--- config.mk ---
export PLATFORM = sky130hd
export DESIGN_NAME = tz_rr_arbiter
export DESIGN_NICKNAME = d
export VERILOG_FILES = /design/src/rtl/tz_arb_pkg.sv /design/src/rtl/tz_count_unit.sv /design/src/rtl/tz_rr_arbiter.sv
export SDC_FILE = /design/constraint.sdc
export NUM_CORES = 1
export LEC_CHECK = 0
export BUFFER_PORTS_ARGS = -buffer_cell sky130_fd_sc_hd__buf_2
export CORE_MARGIN = 2
export CORE_UTILIZATION = 45
export CTS_BUF_LIST = sky130_fd_sc_hd__clkbuf_4 sky130_fd_sc_hd__clkbuf_8 sky130_fd_sc_hd__clkbuf_16
export DETAILED_ROUTE_END_ITERATION = 16
export PLACE_DENSITY = 0.68
export SYNTH_ARGS = -nofsm -noshare
export SYNTH_HDL_FRONTEND = slang
export SYNTH_SLANG_ARGS = --single-unit
--- constraint.sdc ---
create_clock -name clk -period 2.2 [get_ports clk]
set_input_delay 0.55 -clock clk [delete_from_list [all_inputs] [get_ports clk]]
set_output_delay 0.55 -clock clk [all_outputs]
set_load 0.005 [all_outputs]
--- src/rtl/tz_arb_pkg.sv ---
// Shared types and helpers for the trailing-zero round-robin arbiter.
// Holds the FSM state type, the default sizing and the tz_count helper.
package tz_arb_pkg;

   localparam int unsigned DefaultN       = 8;
   localparam int unsigned DefaultMaxHold = 16;

   typedef enum logic {
      StIdle,
      StBusy
   } state_e;

   // Returns the number of trailing zeros of the low n bits of v, or n when they are all zero.
   // The scan is fixed at 32 bits, so n must be 32 or less.
   function automatic int unsigned tz_count(input logic [31:0] v, input int unsigned n);
      int unsigned r;
      r = n;
      for (int i = 31; i >= 0; i--) begin
         if (i < int'(n) && v[i]) begin
            r = unsigned'(i);
         end
      end
      return r;
   endfunction

endpackage

--- src/rtl/tz_count_unit.sv ---
// Combinational trailing-zero counter: output is N when the input vector is all zero.
module tz_count_unit
   import tz_arb_pkg::*;
#(
   parameter int unsigned N     = DefaultN,
   parameter int unsigned IDX_W = $clog2(N)
) (
   input  logic [N-1:0] vec_i,
   output logic [IDX_W:0] count_o
);

   localparam int unsigned CntW = IDX_W + 1;

   assign count_o = CntW'(tz_count(32'(vec_i), N));

endmodule

--- src/rtl/tz_rr_arbiter.sv ---
// Round-robin arbiter with grant hold, done/request-drop release and forced revoke on timeout.
// Winner is the lowest request at or above the rotating pointer, else the lowest request overall.
module tz_rr_arbiter
   import tz_arb_pkg::*;
#(
   parameter int unsigned N        = DefaultN,
   parameter int unsigned IDX_W    = $clog2(N),
   parameter int unsigned MAX_HOLD = DefaultMaxHold
) (
   input  logic             clk,
   input  logic             rst,
   input  logic [N-1:0]     req,
   input  logic             done,
   output logic [N-1:0]     grant,
   output logic [IDX_W-1:0] grant_idx,
   output logic             grant_valid,
   output logic             timeout
);

   localparam int unsigned HoldW = (MAX_HOLD > 2) ? $clog2(MAX_HOLD) : 1;
   localparam logic [HoldW-1:0] HoldLast = HoldW'(MAX_HOLD - 1);
   localparam logic [IDX_W-1:0] IdxLast  = IDX_W'(N - 1);

   state_e           state_q, state_d;
   logic [IDX_W-1:0] ptr_q, ptr_d;
   logic [HoldW-1:0] hold_q, hold_d;
   logic [N-1:0]     grant_q, grant_d;
   logic [IDX_W-1:0] idx_q, idx_d;
   logic             valid_q, valid_d;
   logic             timeout_q, timeout_d;

   logic [N-1:0]     masked;
   logic [IDX_W:0]   tz_masked, tz_req;
   logic [IDX_W-1:0] sel;
   logic             at_limit, req_drop;

   always_comb begin
      masked = '0;
      for (int i = 0; i < int'(N); i++) begin
         masked[i] = req[i] && (i >= int'(ptr_q));
      end
   end

   tz_count_unit #(.N(N), .IDX_W(IDX_W)) u_tz_masked (
      .vec_i   (masked),
      .count_o (tz_masked)
   );

   tz_count_unit #(.N(N), .IDX_W(IDX_W)) u_tz_req (
      .vec_i   (req),
      .count_o (tz_req)
   );

   assign sel      = (|masked) ? tz_masked[IDX_W-1:0] : tz_req[IDX_W-1:0];
   assign at_limit = (hold_q == HoldLast);
   assign req_drop = !req[idx_q];

   always_comb begin
      state_d   = state_q;
      ptr_d     = ptr_q;
      hold_d    = hold_q;
      grant_d   = grant_q;
      idx_d     = idx_q;
      valid_d   = valid_q;
      timeout_d = 1'b0;
      unique case (state_q)
         StIdle: begin
            grant_d = '0;
            valid_d = 1'b0;
            if (|req) begin
               grant_d = N'(1) << sel;
               idx_d   = sel;
               valid_d = 1'b1;
               hold_d  = '0;
               state_d = StBusy;
            end
         end
         StBusy: begin
            if (done || req_drop || at_limit) begin
               grant_d   = '0;
               valid_d   = 1'b0;
               state_d   = StIdle;
               ptr_d     = (idx_q == IdxLast) ? '0 : idx_q + 1'b1;
               // Timeout only when the limit alone forced the release.
               timeout_d = at_limit && !done && !req_drop;
            end else if (!at_limit) begin
               hold_d = hold_q + 1'b1;
            end
         end
         default: state_d = StIdle;
      endcase
   end

   always_ff @(posedge clk) begin
      if (rst) begin
         state_q   <= StIdle;
         ptr_q     <= '0;
         hold_q    <= '0;
         grant_q   <= '0;
         idx_q     <= '0;
         valid_q   <= 1'b0;
         timeout_q <= 1'b0;
      end else begin
         state_q   <= state_d;
         ptr_q     <= ptr_d;
         hold_q    <= hold_d;
         grant_q   <= grant_d;
         idx_q     <= idx_d;
         valid_q   <= valid_d;
         timeout_q <= timeout_d;
      end
   end

   assign grant       = grant_q;
   assign grant_idx   = idx_q;
   assign grant_valid = valid_q;
   assign timeout     = timeout_q;

endmodule
==> impl_metrics.env <==
export IMPL_status="completed"
export IMPL_cts_buffer_depth=2
export IMPL_num_vias=1042
export IMPL_yosysWarningCount=0
export IMPL_hp_class="flip-flop to flip-flop"
export IMPL_syn_cell_area_mm2=0.001124
export IMPL_cts_buffers_inserted=3
export IMPL_die_height_um=53.97
export IMPL_end_kind="flip-flop"
export IMPL_ys_ff_latch=21
export IMPL_fin_crit_ns=2.079
export IMPL_drv_slew=0
export IMPL_rsz0062_at_grt="false"
export IMPL_whs_path_depth=1
export IMPL_dieArea_mm2=0.002913
export IMPL_finClkSkew_ns=0.003699
export IMPL_dr_pass1_iters=4
export IMPL_yosysSeqAreaShare=0.3742
export IMPL_final_util=0.5768
export IMPL_dp_cells=185
export IMPL_core_area_mm2=0.002410
export IMPL_syn2layout_area_growth_pct=23.72
export IMPL_cts_root_buffer="clkbuf_4"
export IMPL_slew_headroom=0.5900
export IMPL_synth_cells=123
export IMPL_remaining_drc_errors=0
export IMPL_setup_violations=0
export IMPL_postPlaceCellArea_mm2=0.001358
export IMPL_ff2ff_path_depth=5
export IMPL_drt_wl_total_mm=2.517
export IMPL_hold_buffers=0
export IMPL_layout_common_cells="buf_2 (23), dfxtp_1 (21), nor2_1 (13), buf_4 (13), a22o_1 (9)"
export IMPL_avgSynthCellArea_um2=9.135
export IMPL_port_buffers=23
export IMPL_fin_area_mm2=0.001390
export IMPL_globalplace_congestion=0.9205
export IMPL_final_antenna_net_count=0
export IMPL_crit_arrival_ns=2.32
export IMPL_synth_top_cell_by_area="dfxtp_1"
export IMPL_p_leak_nw=0.6486
export IMPL_io_pins=24
export IMPL_grt_start_max_net_pins=14
export IMPL_powerDensity_mw_per_mm2=554.0
export IMPL_start_util=0.4663
export IMPL_yosys_top_cells_area="dfxtp_1 (37%), a22o_1 (7.0%), mux4_1 (4.7%)"
export IMPL_cts_tree="built"
export IMPL_vias_per_cell=5.513
export IMPL_synth_flop_cell="dfxtp_1"
export IMPL_required_ns=2.44
export IMPL_die_w_um=53.97
export IMPL_grt_overflow=0
export IMPL_clkTransAtPathRegs_ns=0.12
export IMPL_syn_num_nets=137
export IMPL_synth_edff_count=0
export IMPL_final_common_cell="buf_2"
export IMPL_ir_drop_mv=0.3417
export IMPL_htreeDepth=1
export IMPL_antenna_found_initial=0
export IMPL_setup_tns_final_ns=0
export IMPL_cts_sinks=21
export IMPL_hold_viol=0
export IMPL_layout_drive_gt1_share=0.2893
export IMPL_worst_pin_slew_ns=0.6117
export IMPL_clkLatencyLatePin_ns=0.29
export IMPL_synth_top_area_frac=0.3742
export IMPL_ys_types=42
export IMPL_cp_max_fo=5
export IMPL_fin_crit_sh=0.9448
export IMPL_path_class="flip-flop to flip-flop"
export IMPL_gr_usage_all_layers=0.1840
export IMPL_startpoint_type="flip-flop"
export IMPL_drv_cap=0
export IMPL_grt_pass1_wl_mm=3.988
export IMPL_core_rowCount=18
export IMPL_fmax_mhz=481.1
export IMPL_grt_pass1_vias=943
export IMPL_hpwl_mm=1.966
export IMPL_layoutNonFillerInstCount=189
export IMPL_dr_first_iter_drc_count=14
export IMPL_synth_async_reset_ratio=0
export IMPL_final_net_count=174
export IMPL_wire_per_inst_um=13.32
export IMPL_antenna_cells=0
==> cell families (layout without fill, tap and decap cells) <==
| group | after synthesis | in the layout | synth area share |
|---|---|---|---|
| AND/OR/NAND/NOR | 43 | 43 | 0.1993 |
| AO/OA/AOI/OAI | 40 | 40 | 0.2550 |
| flip-flops | 21 | 21 | 0.3742 |
| buffers and inverters | 7 | 43 | 0.02449 |
| multiplexers | 8 | 8 | 0.1058 |
| XOR/XNOR | 1 | 1 | 0.007797 |
| adder cells (fa/ha/maj) | 3 | 3 | 0.03341 |
==> flip-flops by register name, summed over array words and instances (netlist names) <==
register / cells
grant: 8
grant_idx: 3
ptr_q: 3
state_q: 1
hold_q: 4
timeout: 1
grant_valid: 1
==> repair_timing <==
item,in CTS,in global routing
gates resized for setup,0,1
setup buffers,0,0
endpoints found under the setup margin,0,11
==> critical path: stages (launching register included) <==
cell and delay, ns:
dfxtp_1 0.48, mux4_1 0.61, mux2_4 0.31, a21bo_1 0.19, or3_1 0.32, a21oi_2 0.13
==> layout make-up <==
| type | count | area [µm²] |
|---|---|---|
| clock buffer | 3 | 22.52 |
| clock inverter | 1 | 5.005 |
| fill | 212 | 1020 |
| inverter | 3 | 11.26 |
| multi-input combinational | 95 | 680.7 |
| sequential | 21 | 420.4 |
| tap | 30 | 37.54 |
| timing repair buffer | 36 | 212.7 |
==> metal layers <==
layer  part of all wire  vias up  routed length [µm]  GRT usage
met4                  0        0                   0    0.04583
met2               0.50       16                1259     0.3171
met1               0.47      488                1195     0.2415
met5                  0        -                   0          0
met3              0.025        0                  62    0.02500
li1                   -      538                   -          -
==> synthesized netlist by cell type, types with 2 or more instances <==
master / n
nand3_1: 2
ha_1: 3
nor3_1: 5
dfxtp_1: 21
inv_1: 3
nand2_1: 5
o21ai_0: 6
a21oi_1: 6
a22o_1: 9
nor2_1: 13
a211oi_1: 3
nand2b_1: 3
mux4_1: 2
nor4_1: 2
clkbuf_1: 3
mux2i_1: 4
a31oi_1: 2
nor2b_1: 4
o22ai_1: 2
nor3b_1: 2
and2_1: 2
==> worst paths after layout <==
kind	start	endpoint	slack (ns)
worst max-delay path	grant_idx[1]$_SDFFE_PP0P_	ptr_q[0]$_SDFFE_PP0P_	0.12
worst min-delay path	grant_valid$_SDFFE_PP0P_	grant_valid$_SDFFE_PP0P_	0.49
worst max register to register	grant_idx[1]$_SDFFE_PP0P_	ptr_q[0]$_SDFFE_PP0P_	0.12
worst min register to register	grant_valid$_SDFFE_PP0P_	grant_valid$_SDFFE_PP0P_	0.49
==> power breakdown <==
part	switching, mW	internal (mW)
clock	0.115	0.0675
combinational	0.0837	0.0872
sequential	0.0191	0.398
==> stage by stage <==
stage / total power, mW / hold slack (ns) / setup slack (ns)
after floorplan: 0.5217 / 0.4520 / 0.1627
after global placement: 0.5906 / 0.4444 / -0.01981
after detailed placement: 0.5953 / 0.4588 / -0.1181
after CTS: 0.7759 / 0.4916 / 0.01369
after global routing: 0.8155 / 0.5079 / 0.01619
final: 0.7701 / 0.4874 / 0.1215
Note: power is estimated with default switching activity, not from simulation.
